<file path="config.mk">
export PLATFORM = sky130hd
export DESIGN_NAME = preload_sequencer
export DESIGN_NICKNAME = d
export VERILOG_FILES = /design/src/rtl/preload_sequencer.sv
export SDC_FILE = /design/constraint.sdc
export NUM_CORES = 1
export LEC_CHECK = 0
export ABC_AREA = 1
export CAP_MARGIN = 20
export CELL_PAD_IN_SITES_DETAIL_PLACEMENT = 2
export CELL_PAD_IN_SITES_GLOBAL_PLACEMENT = 2
export CORE_ASPECT_RATIO = 1.5
export CORE_MARGIN = 5
export CORE_UTILIZATION = 24
export CTS_CLUSTER_DIAMETER = 50
export DETAILED_ROUTE_END_ITERATION = 16
export MAX_ROUTING_LAYER = met4
export PLACE_DENSITY_LB_ADDON = 0.08
export SLEW_MARGIN = 25
export SYNTH_ARGS = -nofsm -noshare
export SYNTH_HDL_FRONTEND = slang
export SYNTH_SLANG_ARGS = --single-unit
</file>
<file path="constraint.sdc">
create_clock -name i_clk -period 1.4 [get_ports i_clk]
set_clock_uncertainty 0.1 [all_clocks]
set_input_delay 0.14 -clock i_clk [delete_from_list [all_inputs] [get_ports i_clk]]
set_output_delay 0.14 -clock i_clk [all_outputs]
set_load 0.005 [all_outputs]
</file>
<file path="src/rtl/preload_sequencer.sv">
// preload_sequencer
//   Upstream control for the mesh compute top. Takes a host weight stream over
//   valid/ready, writes each weight in row-major order to the mesh preload
//   port, then fires one start pulse, waits RUN_CYCLES cycles and signals done.
//
// Ports
//   i_clk, i_rst       clock, synchronous active-high reset
//   i_cmd_valid        begin a job (only looked at while idle)
//   i_s_valid/o_s_ready/i_s_data   weight stream handshake
//   o_preload_valid/o_preload_addr/o_preload_data   mesh preload write port
//   o_start            one-cycle compute start pulse
//   o_busy             high whenever a job is in progress
//   o_done             one-cycle job-complete pulse
module preload_sequencer #(
  parameter int DW         = 8,
  parameter int ROWS       = 1,
  parameter int COLS       = 1,
  parameter int ROW_W      = 1,
  parameter int COL_W      = 2,
  parameter int RUN_CYCLES = 16,
  parameter int CYC_W      = 5
) (
  input  logic                   i_clk,
  input  logic                   i_rst,
  input  logic                   i_cmd_valid,
  input  logic                   i_s_valid,
  output logic                   o_s_ready,
  input  logic [DW-1:0]          i_s_data,
  output logic                   o_preload_valid,
  output logic [ROW_W+COL_W-1:0] o_preload_addr,
  output logic [DW-1:0]          o_preload_data,
  output logic                   o_start,
  output logic                   o_busy,
  output logic                   o_done
);

  typedef enum logic [2:0] {
    S_IDLE, S_LOAD, S_FLUSH, S_START, S_RUN, S_DONE
  } state_t;

  state_t                   r_state, w_next;
  logic [ROW_W-1:0]         r_row;
  logic [COL_W-1:0]         r_col;
  logic [CYC_W-1:0]         r_cnt;
  logic                     r_pv;
  logic [ROW_W+COL_W-1:0]   r_addr;
  logic [DW-1:0]            r_data;

  logic w_hs, w_last_col, w_last_row, w_run_end;

  // Ready is a pure function of state, so the handshake needs only s_valid.
  assign w_hs       = (r_state == S_LOAD) && i_s_valid;
  assign w_last_col = (r_col == COL_W'(COLS - 1));
  assign w_last_row = (r_row == ROW_W'(ROWS - 1));
  assign w_run_end  = (r_cnt == CYC_W'(RUN_CYCLES - 1));

  always_comb begin
    w_next    = r_state;
    o_s_ready = 1'b0;
    o_start   = 1'b0;
    o_done    = 1'b0;
    o_busy    = (r_state != S_IDLE);
    case (r_state)
      S_IDLE:  if (i_cmd_valid) w_next = S_LOAD;
      S_LOAD: begin
        o_s_ready = 1'b1;
        if (i_s_valid && w_last_row && w_last_col) w_next = S_FLUSH;
      end
      // FLUSH exists so the final preload write lands before start.
      S_FLUSH: w_next = S_START;
      S_START: begin
        o_start = 1'b1;
        w_next  = S_RUN;
      end
      S_RUN:   if (w_run_end) w_next = S_DONE;
      S_DONE: begin
        o_done = 1'b1;
        w_next = S_IDLE;
      end
      default: w_next = S_IDLE;
    endcase
  end

  always_ff @(posedge i_clk) begin
    if (i_rst) begin
      r_state <= S_IDLE;
      r_row   <= '0;
      r_col   <= '0;
      r_cnt   <= '0;
      r_pv    <= 1'b0;
      r_addr  <= '0;
      r_data  <= '0;
    end else begin
      r_state <= w_next;
      r_pv    <= w_hs;
      if (r_state == S_IDLE && i_cmd_valid) begin
        r_row <= '0;
        r_col <= '0;
      end
      if (w_hs) begin
        r_addr <= {r_row, r_col};
        r_data <= i_s_data;
        if (w_last_col) begin
          r_col <= '0;
          r_row <= r_row + 1'b1;
        end else begin
          r_col <= r_col + 1'b1;
        end
      end
      if (r_state == S_START) r_cnt <= '0;
      else if (r_state == S_RUN) r_cnt <= r_cnt + 1'b1;
    end
  end

  assign o_preload_valid = r_pv;
  assign o_preload_addr  = r_addr;
  assign o_preload_data  = r_data;

endmodule

</file>
==> results.json, run 1 <==
{
  "outcome": "finished clean",
  "synth_nets": 143,
  "initial_core_util_pct": 24.62,
  "power_density_nw_per_um2": 974.8,
  "path_clk_slew_ns": 0.08,
  "hpwl_um": 2416,
  "crit_type": "reg2out",
  "yosysSeqAreaShare_pct": 44.82,
  "cp_max_fo": 4,
  "worst_skew_pair.late_latency_ns": 0.27,
  "cts_buffer_depth": 2,
  "antenna_cells": 0,
  "synth_top_cell_by_area": "dfxtp_1",
  "yosysWarnings": 0,
  "setup_viol": 0,
  "p_clk_share_pct": 26.2,
  "yosys-top-cells-area": "dfxtp_1 45%, nor2_1 8.8%, o21ai_2 6.0%",
  "max_stage_delay_ns": 0.39,
  "antenna_found_initial": 0,
  "drt-initial-drc-count": 4,
  "power_leakage_nw": 0.7782,
  "power_switching_uw": 468.5,
  "synth_flop_cell": "dfxtp_1",
  "seq_power_share_pct": 46.2,
  "io_pins": 28,
  "drt-vias-per-instance": 4.632,
  "fin_crit_ns": 1.374,
  "final_min_period_over_clock_period_pct": 98.13,
  "p_total_mw": 1.626,
  "yosys_register_bits": 23,
  "arrival_ns": 1.13,
  "gp_congestion": 0.7376,
  "gr-total-overflow": 0,
  "hold_buffers": 0,
  "vias": 1033,
  "synth_area_um2": 1027,
  "finalSetupTns_ns": 0,
  "final_area_um2": 1668,
  "yosysUniqueCellTypes": 25,
  "grt_pass1_wl_um": 5071,
  "worst_slack_ns": 0.02611,
  "cts_num_sinks": 23,
  "grt_start_max_net_pins": 14,
  "drc": 0,
  "wl_per_cell_um": 13.59,
  "syn2layout_area_growth_pct": 62.36,
  "max_freq_mhz": 727.9,
  "ys_async_sr_fraction_pct": 0,
  "relSlewSlack_pct": 85.19,
  "rsz0062_at_grt": "yes",
  "drive_above_1_share_pct": 38.98,
  "crit_path_top_delay_cell": "dfxtp_4",
  "die_h_um": 90.13,
  "yosysMostFrequentCell": "nor2_1",
  "drt_wl_total_um": 3031,
  "syn_inst": 127,
  "grtUsageTotal_pct": 11.13,
  "synth_top_area_share_pct": 44.82,
  "slew_viol_final": 0,
  "worstSetupEndpointType": "output pin",
  "hold_violations": 0,
  "hold_path_class": "in2reg",
  "dp_slack_ns": -0.07255,
  "port_buffers": 27,
  "ir_drop_mv": 0.4596,
  "path_buf_inv": 2,
  "drv_cap": 0,
  "fp.coreArea_um2": 4173,
  "die_w_um": 63.42,
  "cts_root_buf": "clkbuf_8",
  "num_rows": 29,
  "fin_nets": 194,
  "crit_chain": "inv_4 -> nor3_1 -> dlygate4sd2_1",
  "cts_tree": "done",
  "avgSynthCellArea_um2": 8.088,
  "combinationalPowerShare_pct": 27.7,
  "ys_top_cells_by_count": "24 x nor2_1, 23 x dfxtp_1, 13 x inv_1, 12 x nand2_1, 8 x a21oi_1",
  "dr.pass1.iters": 3,
  "internal-power_mw": 1.157,
  "max_slew.worst_pin.slew_ns": 0.2214,
  "cp-start-kind": "flop",
  "cts_buffers": 3,
  "swShare_pct": 28.82,
  "die_area_um2": 5715,
  "cp.required_ns": 1.16,
  "post_dp_cell_area_um2": 1459,
  "cp_top_family": "flip-flops",
  "num-fill-cells": 489,
  "htree_num_levels": 1,
  "postRouteAntennaNets": 0,
  "grt_pass1_vias": 1102,
  "synth_edf_count": 0
}
-- state kept, by name, indices dropped and copies added, names as in the netlist --
| register | flops |
|---|---|
| r_row | 1 |
| o_preload_data | 8 |
| r_cnt | 5 |
| r_col | 2 |
| r_state | 3 |
| o_preload_addr | 3 |
| o_preload_valid | 1 |
-- cell usage in the layout, fill, tap and decap left out, types with 2 or more instances in the layout --
cell             instances
nand2_1                  9
o21ai_1                  4
a21oi_1                  8
inv_4                    2
dlygate4sd2_1            2
buf_6                    7
buf_4                   14
dlymetal6s2s_1           4
inv_2                    3
o21ai_0                  2
dfxtp_2                  9
nor2_1                  23
dfxtp_4                  3
nor2_4                   2
clkbuf_8                 3
ha_1                     2
dfxtp_1                 11
nor3_4                   2
o21ai_2                  9
nand3_2                  2
inv_1                   12
clkdlybuf4s50_1         19
nand2_2                  5
nand3_1                  5
-- power by group through the flow --
stage | sequential (mW) | combinational (mW) | clock (mW)
final | 0.751 | 0.450 | 0.426
after global routing | 0.760 | 0.497 | 0.480
after CTS | 0.747 | 0.435 | 0.445
after detailed placement | 0.759 | 0.415 | 0
after global placement | 0.755 | 0.402 | 0
after floorplan | 0.762 | 0.172 | 0
-- tightest hold or removal path, delay by kind of cell --
kind / cells / cell delay, ns
simple gates: 2 / 0.15
buf+inv: 1 / 0.40
-- what timing repair did --
| action | CTS | global route |
|---|---|---|
| hold endpoints to repair | 0 | 0 |
| setup endpoints to repair | 10 | 23 |
| setup buffers | 2 | 4 |
| gates resized for setup | 29 | 29 |
| pin swaps | 7 | 10 |
| gates cloned | 0 | 0 |
-- path summary, 6_finish.rpt --
check,to,slack (ns),depth (start not counted),start
worst max-delay path,o_done,0.03,3,r_state[2]$_SDFFE_PP0P_
worst min-delay path,o_preload_data[5]$_SDFFE_PP0P_,0.35,3,i_s_data[5]
worst min register to register,o_preload_data[6]$_SDFFE_PP0P_,0.39,2,o_preload_data[6]$_SDFFE_PP0P_
worst max register to register,r_state[0]$_SDFFE_PP0P_,0.04,7,r_cnt[0]$_SDFFE_PP0N_
-- metal layers --
metal / global-route usage [%] / up-vias / routed length (um)
met4: 4.159 / 0 / 39
met2: 20.68 / 18 / 1777
met5: - / - / 0
met1: 11.03 / 499 / 1116
met3: 2.244 / 4 / 98
li1: - / 512 / -
-- per-stage QoR --
step	utilization, %	std cells	hold slack, ns
final	39.97	223	0.3455
after global routing	39.97	223	0.3521
after CTS	37.90	220	0.3540
after detailed placement	34.96	214	0.3790
after global placement	34.96	214	0.3459
after floorplan	-	127	0.1091
-- kinds of logic after synthesis --
kind of cell	share of synthesized area [%]
and+or+nand+nor	25.95
buffers and inverters	7.795
AOI/OAI and AO/OA	15.71
DFF	44.82
xor gates and xnor gates	0.8528
adders and majority gates	4.872
-- area by class of cell --
cell class / instances / area (um^2) / share of cell area [%]
well taps: 46 / 57.56 / 3.451
flip-flops and latches: 23 / 483.0 / 28.96
clock buffers: 3 / 41.29 / 2.476
clock inverters: 1 / 5.005 / 0.3001
inverters: 17 / 68.82 / 4.126
multi-input cells: 85 / 555.5 / 33.31
repair buffers: 48 / 456.7 / 27.38
Power figures use the tool's default switching activity.
==> run 2, diff against run 1 <==
--- a/config.mk
+++ b/config.mk
@@ -11,7 +11,7 @@
 export CELL_PAD_IN_SITES_GLOBAL_PLACEMENT = 2
 export CORE_ASPECT_RATIO = 1.5
 export CORE_MARGIN = 5
-export CORE_UTILIZATION = 24
+export CORE_UTILIZATION = 26
 export CTS_CLUSTER_DIAMETER = 50
 export DETAILED_ROUTE_END_ITERATION = 16
 export MAX_ROUTING_LAYER = met4
==> constraint.sdc (replaced) <==
create_clock -name i_clk -period 1.5 [get_ports i_clk]
set_clock_uncertainty 0.1 [all_clocks]
set_input_delay 0.15 -clock i_clk [delete_from_list [all_inputs] [get_ports i_clk]]
set_output_delay 0.15 -clock i_clk [all_outputs]
set_load 0.005 [all_outputs]
==> results.json, run 2 (same netlist as run 1, synthesis figures left out) <==
{
  "dr.pass1.iters": 2,
  "cts_tree": "done",
  "num_rows": 28,
  "postRouteAntennaNets": 0,
  "antenna_cells": 0,
  "multiInputGateArea_um2": 506.7,
  "vias": 984,
  "cts_buffer_depth": 2,
  "fin_cells": 212,
  "final_min_period_over_clock_period_pct": 95.26,
  "port_buffers": 27,
  "arrival_ns": 1.49,
  "setup_viol": 0,
  "max_freq_mhz": 699.8,
  "power_leakage_nw": 0.6287,
  "layout_commonest_cell": "nor2_1",
  "max_slew.worst_pin.slew_ns": 0.3178,
  "slew_viol_final": 0,
  "rsz0062_at_grt": "yes",
  "die_w_um": 61.32,
  "path_clk_slew_ns": 0.09,
  "largest_reg_flops": 8,
  "hpwl_um": 2284,
  "grt_pass1_wl_um": 5064,
  "drc": 0,
  "power_switching_uw": 406.0,
  "drt_wl_total_um": 2867,
  "grt_pass1_vias": 1097,
  "swShare_pct": 28.22,
  "die_h_um": 86.98,
  "drt-vias-per-instance": 4.642,
  "hold_buffers": 0,
  "worstSetupEndpointType": "flop",
  "fin_nets": 184,
  "fin_crit_ns": 1.429,
  "mostFrequentLayoutCells": "24 x nor2_1, 23 x clkdlybuf4s50_1, 18 x dfxtp_1",
  "num-fill-cells": 465,
  "cp_max_fo": 2,
  "outcome": "finished clean",
  "ir_drop_mv": 0.5370,
  "drv_cap": 0,
  "worst_skew_pair.late_latency_ns": 0.27,
  "fin_util_pct": 38.84,
  "die_area_um2": 5334,
  "syn2layout_area_growth_pct": 47.02,
  "io_pins": 28,
  "gp_congestion": 0.7665,
  "gr-total-overflow": 0,
  "grt_start_max_net_pins": 14,
  "fp.coreArea_um2": 3889,
  "crit_path_top_delay_cell": "dfxtp_2",
  "cts_root_buf": "clkbuf_8",
  "regArea_um2": 471.7,
  "relSlewSlack_pct": 78.79,
  "cts_buffers": 3,
  "hold_violations": 0,
  "drt-initial-drc-count": 20,
  "dp.cells": 205,
  "grtUsageTotal_pct": 12.99,
  "htree_num_levels": 1,
  "power_density_nw_per_um2": 952.6,
  "initial_core_util_pct": 26.42,
  "wl_per_cell_um": 13.52,
  "drive_above_1_share_pct": 25.15,
  "combinationalPowerShare_pct": 24.2,
  "hold_path_class": "reg2reg",
  "p_clk_share_pct": 27.4,
  "crit_chain": "ha_4 -> inv_2 -> nor3_2 -> ha_2 -> nand3b_1 -> a31oi_1 -> nor2_1",
  "crit_type": "reg2reg",
  "finalSetupTns_ns": 0,
  "cts_num_sinks": 23,
  "max_stage_delay_ns": 0.35,
  "cp-start-kind": "flop",
  "internal-power_mw": 1.033,
  "seq_power_share_pct": 48.4,
  "antenna_found_initial": 0,
  "cp.required_ns": 1.56
}
[run 2: cell types whose count changed in the layout (fill, tap and decap cells not counted), moves of 3 or more]
cell,previous run,this run
buf_4,14,10
buf_6,7,0
clkdlybuf4s50_1,19,23
dfxtp_1,11,18
dfxtp_2,9,3
dlymetal6s2s_1,4,0
nand2_1,9,12
o21ai_0,2,6
[run 2: worst max-delay path, delay by kind of cell (launching register included)]
family          cells  cell delay [ns]
simple gates        3             0.31
compound gates      1             0.19
fa+ha+maj           2             0.32
buf+inv             1             0.06
flops               1             0.35
[run 2: final timing paths]
path         cells after the start                      end                  start  slack [ns]
max                              7  r_state[0]$_SDFFE_PP0P_  r_cnt[0]$_SDFFE_PP0N_        0.07
min                              2    r_col[0]$_SDFFE_PP0P_  r_col[0]$_SDFFE_PP0P_        0.36
max reg2reg                      7  r_state[0]$_SDFFE_PP0P_  r_cnt[0]$_SDFFE_PP0N_        0.07
min reg2reg                      2    r_col[0]$_SDFFE_PP0P_  r_col[0]$_SDFFE_PP0P_        0.36
[run 2: layer usage]
layer	vias up	GRT usage [%]	wire, um
li1	488	-	-
met1	473	13.57	1070
met2	19	22.93	1614
met3	4	2.077	132
met4	0	5.917	50
met5	-	-	0
[run 2: layout make-up]
class,count,area share [%]
well taps,45,3.728
clock inverters,1,0.3314
inverters,17,4.557
multi-input cells,85,33.55
flip-flops and latches,23,31.23
clock buffers,3,2.734
repair buffers,38,23.86
[run 2: what timing repair did]
action,in CTS,in global routing
endpoints found under the setup margin,7,1
buffers inserted,3,0
pin swaps,2,1
gates resized for setup,18,0
[run 2: per-stage QoR]
step	hold slack [ns]	instance area (um^2)	power, mW	setup WS [ns]
4_1_cts	0.3595	1510	1.475	0.004818
3_5_place_dp	0.3510	1410	1.077	-0.02987
6_report	0.3635	1510	1.439	0.07109
5_1_grt	0.3707	1510	1.535	-0.01455
2_1_floorplan	0.1191	1027	0.8724	0.1884
3_3_place_gp	0.3546	1410	1.060	0.03992
[run 2: power by group through the flow]
stage               combinational [mW]  clock (mW)  sequential [mW]
floorplan                        0.161           0            0.712
finish                           0.348       0.394            0.696
CTS                              0.361       0.415            0.698
detailed placement               0.365           0            0.711
global placement                 0.353           0            0.707
global route                     0.392       0.438            0.705
==> run 3, diff against run 2 <==
--- a/config.mk
+++ b/config.mk
@@ -16,6 +16,7 @@
 export DETAILED_ROUTE_END_ITERATION = 16
 export MAX_ROUTING_LAYER = met4
 export PLACE_DENSITY_LB_ADDON = 0.08
+export SETUP_SLACK_MARGIN = 0.05
 export SLEW_MARGIN = 25
 export SYNTH_ARGS = -nofsm -noshare
 export SYNTH_HDL_FRONTEND = slang
==> results.json, run 3 (same netlist as run 1, synthesis figures left out) <==
{
  "dp.cells": 205,
  "ir_drop_mv": 0.5384,
  "cts_root_buf": "clkbuf_8",
  "htree_num_levels": 1,
  "drc": 0,
  "path_buf_inv": 1,
  "hpwl_um": 2284,
  "die_w_um": 61.32,
  "reg2regPathDepth": 7,
  "wl_per_cell_um": 13.73,
  "holdPathStages": 2,
  "dr.pass1.iters": 2,
  "cp.depth": 7,
  "port_buffers": 27,
  "crit_chain": "ha_4 -> inv_2 -> nor3_2 -> ha_2 -> nand3b_1 -> a31oi_1 -> nor2_1",
  "syn2layout_area_growth_pct": 47.75,
  "max_slew.worst_pin.slew_ns": 0.3169,
  "die_h_um": 86.98,
  "largest_reg_flops": 8,
  "cp-start-kind": "flop",
  "crit_path_top_delay_cell": "dfxtp_2",
  "drt_wl_total_um": 2910,
  "cts_tree": "done",
  "path_clk_slew_ns": 0.09,
  "hold_buffers": 0,
  "max_stage_delay_ns": 0.34,
  "arrival_ns": 1.49,
  "finalSetupTns_ns": 0,
  "worstSetupEndpointType": "flop",
  "antenna_cells": 0,
  "die_area_um2": 5334,
  "fin_cells": 212,
  "num_rows": 28,
  "drt-vias-per-instance": 4.660,
  "rsz0062_at_grt": "yes",
  "cts_buffer_depth": 2,
  "gp_congestion": 0.7665,
  "grt_pass1_vias": 1097,
  "drt-initial-drc-count": 22,
  "fin_nets": 184,
  "slew_viol_final": 0,
  "cts_buffers": 3,
  "relSlewSlack_pct": 78.85,
  "cp_top_family": "flip-flops",
  "postRouteAntennaNets": 0,
  "antenna_found_initial": 0,
  "grt_pass1_wl_um": 5064,
  "drv_cap": 0,
  "layout_commonest_cell": "nor2_1",
  "initial_core_util_pct": 26.42,
  "io_pins": 28,
  "hold_path_class": "reg2reg",
  "outcome": "finished clean",
  "power_leakage_nw": 0.6292,
  "cp_max_fo": 2,
  "vias": 988,
  "crit_type": "reg2reg",
  "gr-total-overflow": 0,
  "final_min_period_over_clock_period_pct": 95.42,
  "worst_skew_pair.late_latency_ns": 0.27,
  "power_density_nw_per_um2": 953.9,
  "grtUsageTotal_pct": 12.99,
  "hold_violations": 0,
  "max_freq_mhz": 698.6,
  "grt_start_max_net_pins": 14,
  "num-fill-cells": 463,
  "fp.coreArea_um2": 3889,
  "drive_above_1_share_pct": 25.75,
  "mostFrequentLayoutCells": "24 x nor2_1, 23 x clkdlybuf4s50_1, 17 x dfxtp_1",
  "cp.required_ns": 1.56,
  "setup_viol": 0,
  "cts_num_sinks": 23,
  "fin_crit_ns": 1.431
}
## run 3: final cells by class
type / count / area, um^2 / share of cell area [%]
clock inverter: 1 / 5.005 / 0.3298
tap: 45 / 56.30 / 3.710
clock buffer: 3 / 41.29 / 2.721
timing repair buffer: 38 / 361.6 / 23.83
inverter: 17 / 68.82 / 4.534
multi-input combinational: 85 / 511.7 / 33.72
sequential: 23 / 473.0 / 31.16
## run 3: worst min-delay path, cell delays in order, from the launching register on
cell,delay [ns]
dfxtp_1,0.32
nand2_1,0.06
o21ai_1,0.05
## run 3: timing repair
action	CTS	global route
gates resized for setup	18	3
setup endpoints to repair	7	3
pin swaps	3	2
buffers inserted	3	0
## run 3: per-layer routing
| layer | GRT usage (%) | wire length (um) |
|---|---|---|
| met5 | - | 0 |
| met4 | 5.917 | 61 |
| met3 | 2.077 | 138 |
| met2 | 22.93 | 1618 |
| met1 | 13.57 | 1091 |
## run 3: power breakdown
group | switching, mW | leakage, nW | internal (mW)
combinational | 0.163 | 0.413 | 0.192
clock | 0.209 | 0.0255 | 0.186
sequential | 0.0396 | 0.191 | 0.658
## run 3: worst paths after layout
kind	from	to	slack, ns
worst max register to register	r_cnt[1]$_SDFFE_PP0N_	r_state[0]$_SDFFE_PP0P_	0.07
worst min register to register	r_col[0]$_SDFFE_PP0P_	r_col[0]$_SDFFE_PP0P_	0.36
worst min-delay path	r_col[0]$_SDFFE_PP0P_	r_col[0]$_SDFFE_PP0P_	0.36
worst max-delay path	r_cnt[1]$_SDFFE_PP0N_	r_state[0]$_SDFFE_PP0P_	0.07
## run 3: per-stage QoR
step | power [mW] | area, um^2 | utilization (%) | hold slack [ns] | worst slack [ns]
floorplan | 0.8724 | 1027 | - | 0.1191 | 0.1884
global placement | 1.060 | 1410 | 36.26 | 0.3546 | 0.03992
detailed placement | 1.077 | 1410 | 36.26 | 0.3510 | -0.02987
CTS | 1.475 | 1510 | 38.84 | 0.3595 | 0.009091
global route | 1.542 | 1518 | 39.03 | 0.3707 | -0.006254
finish | 1.448 | 1518 | 39.03 | 0.3634 | 0.06863
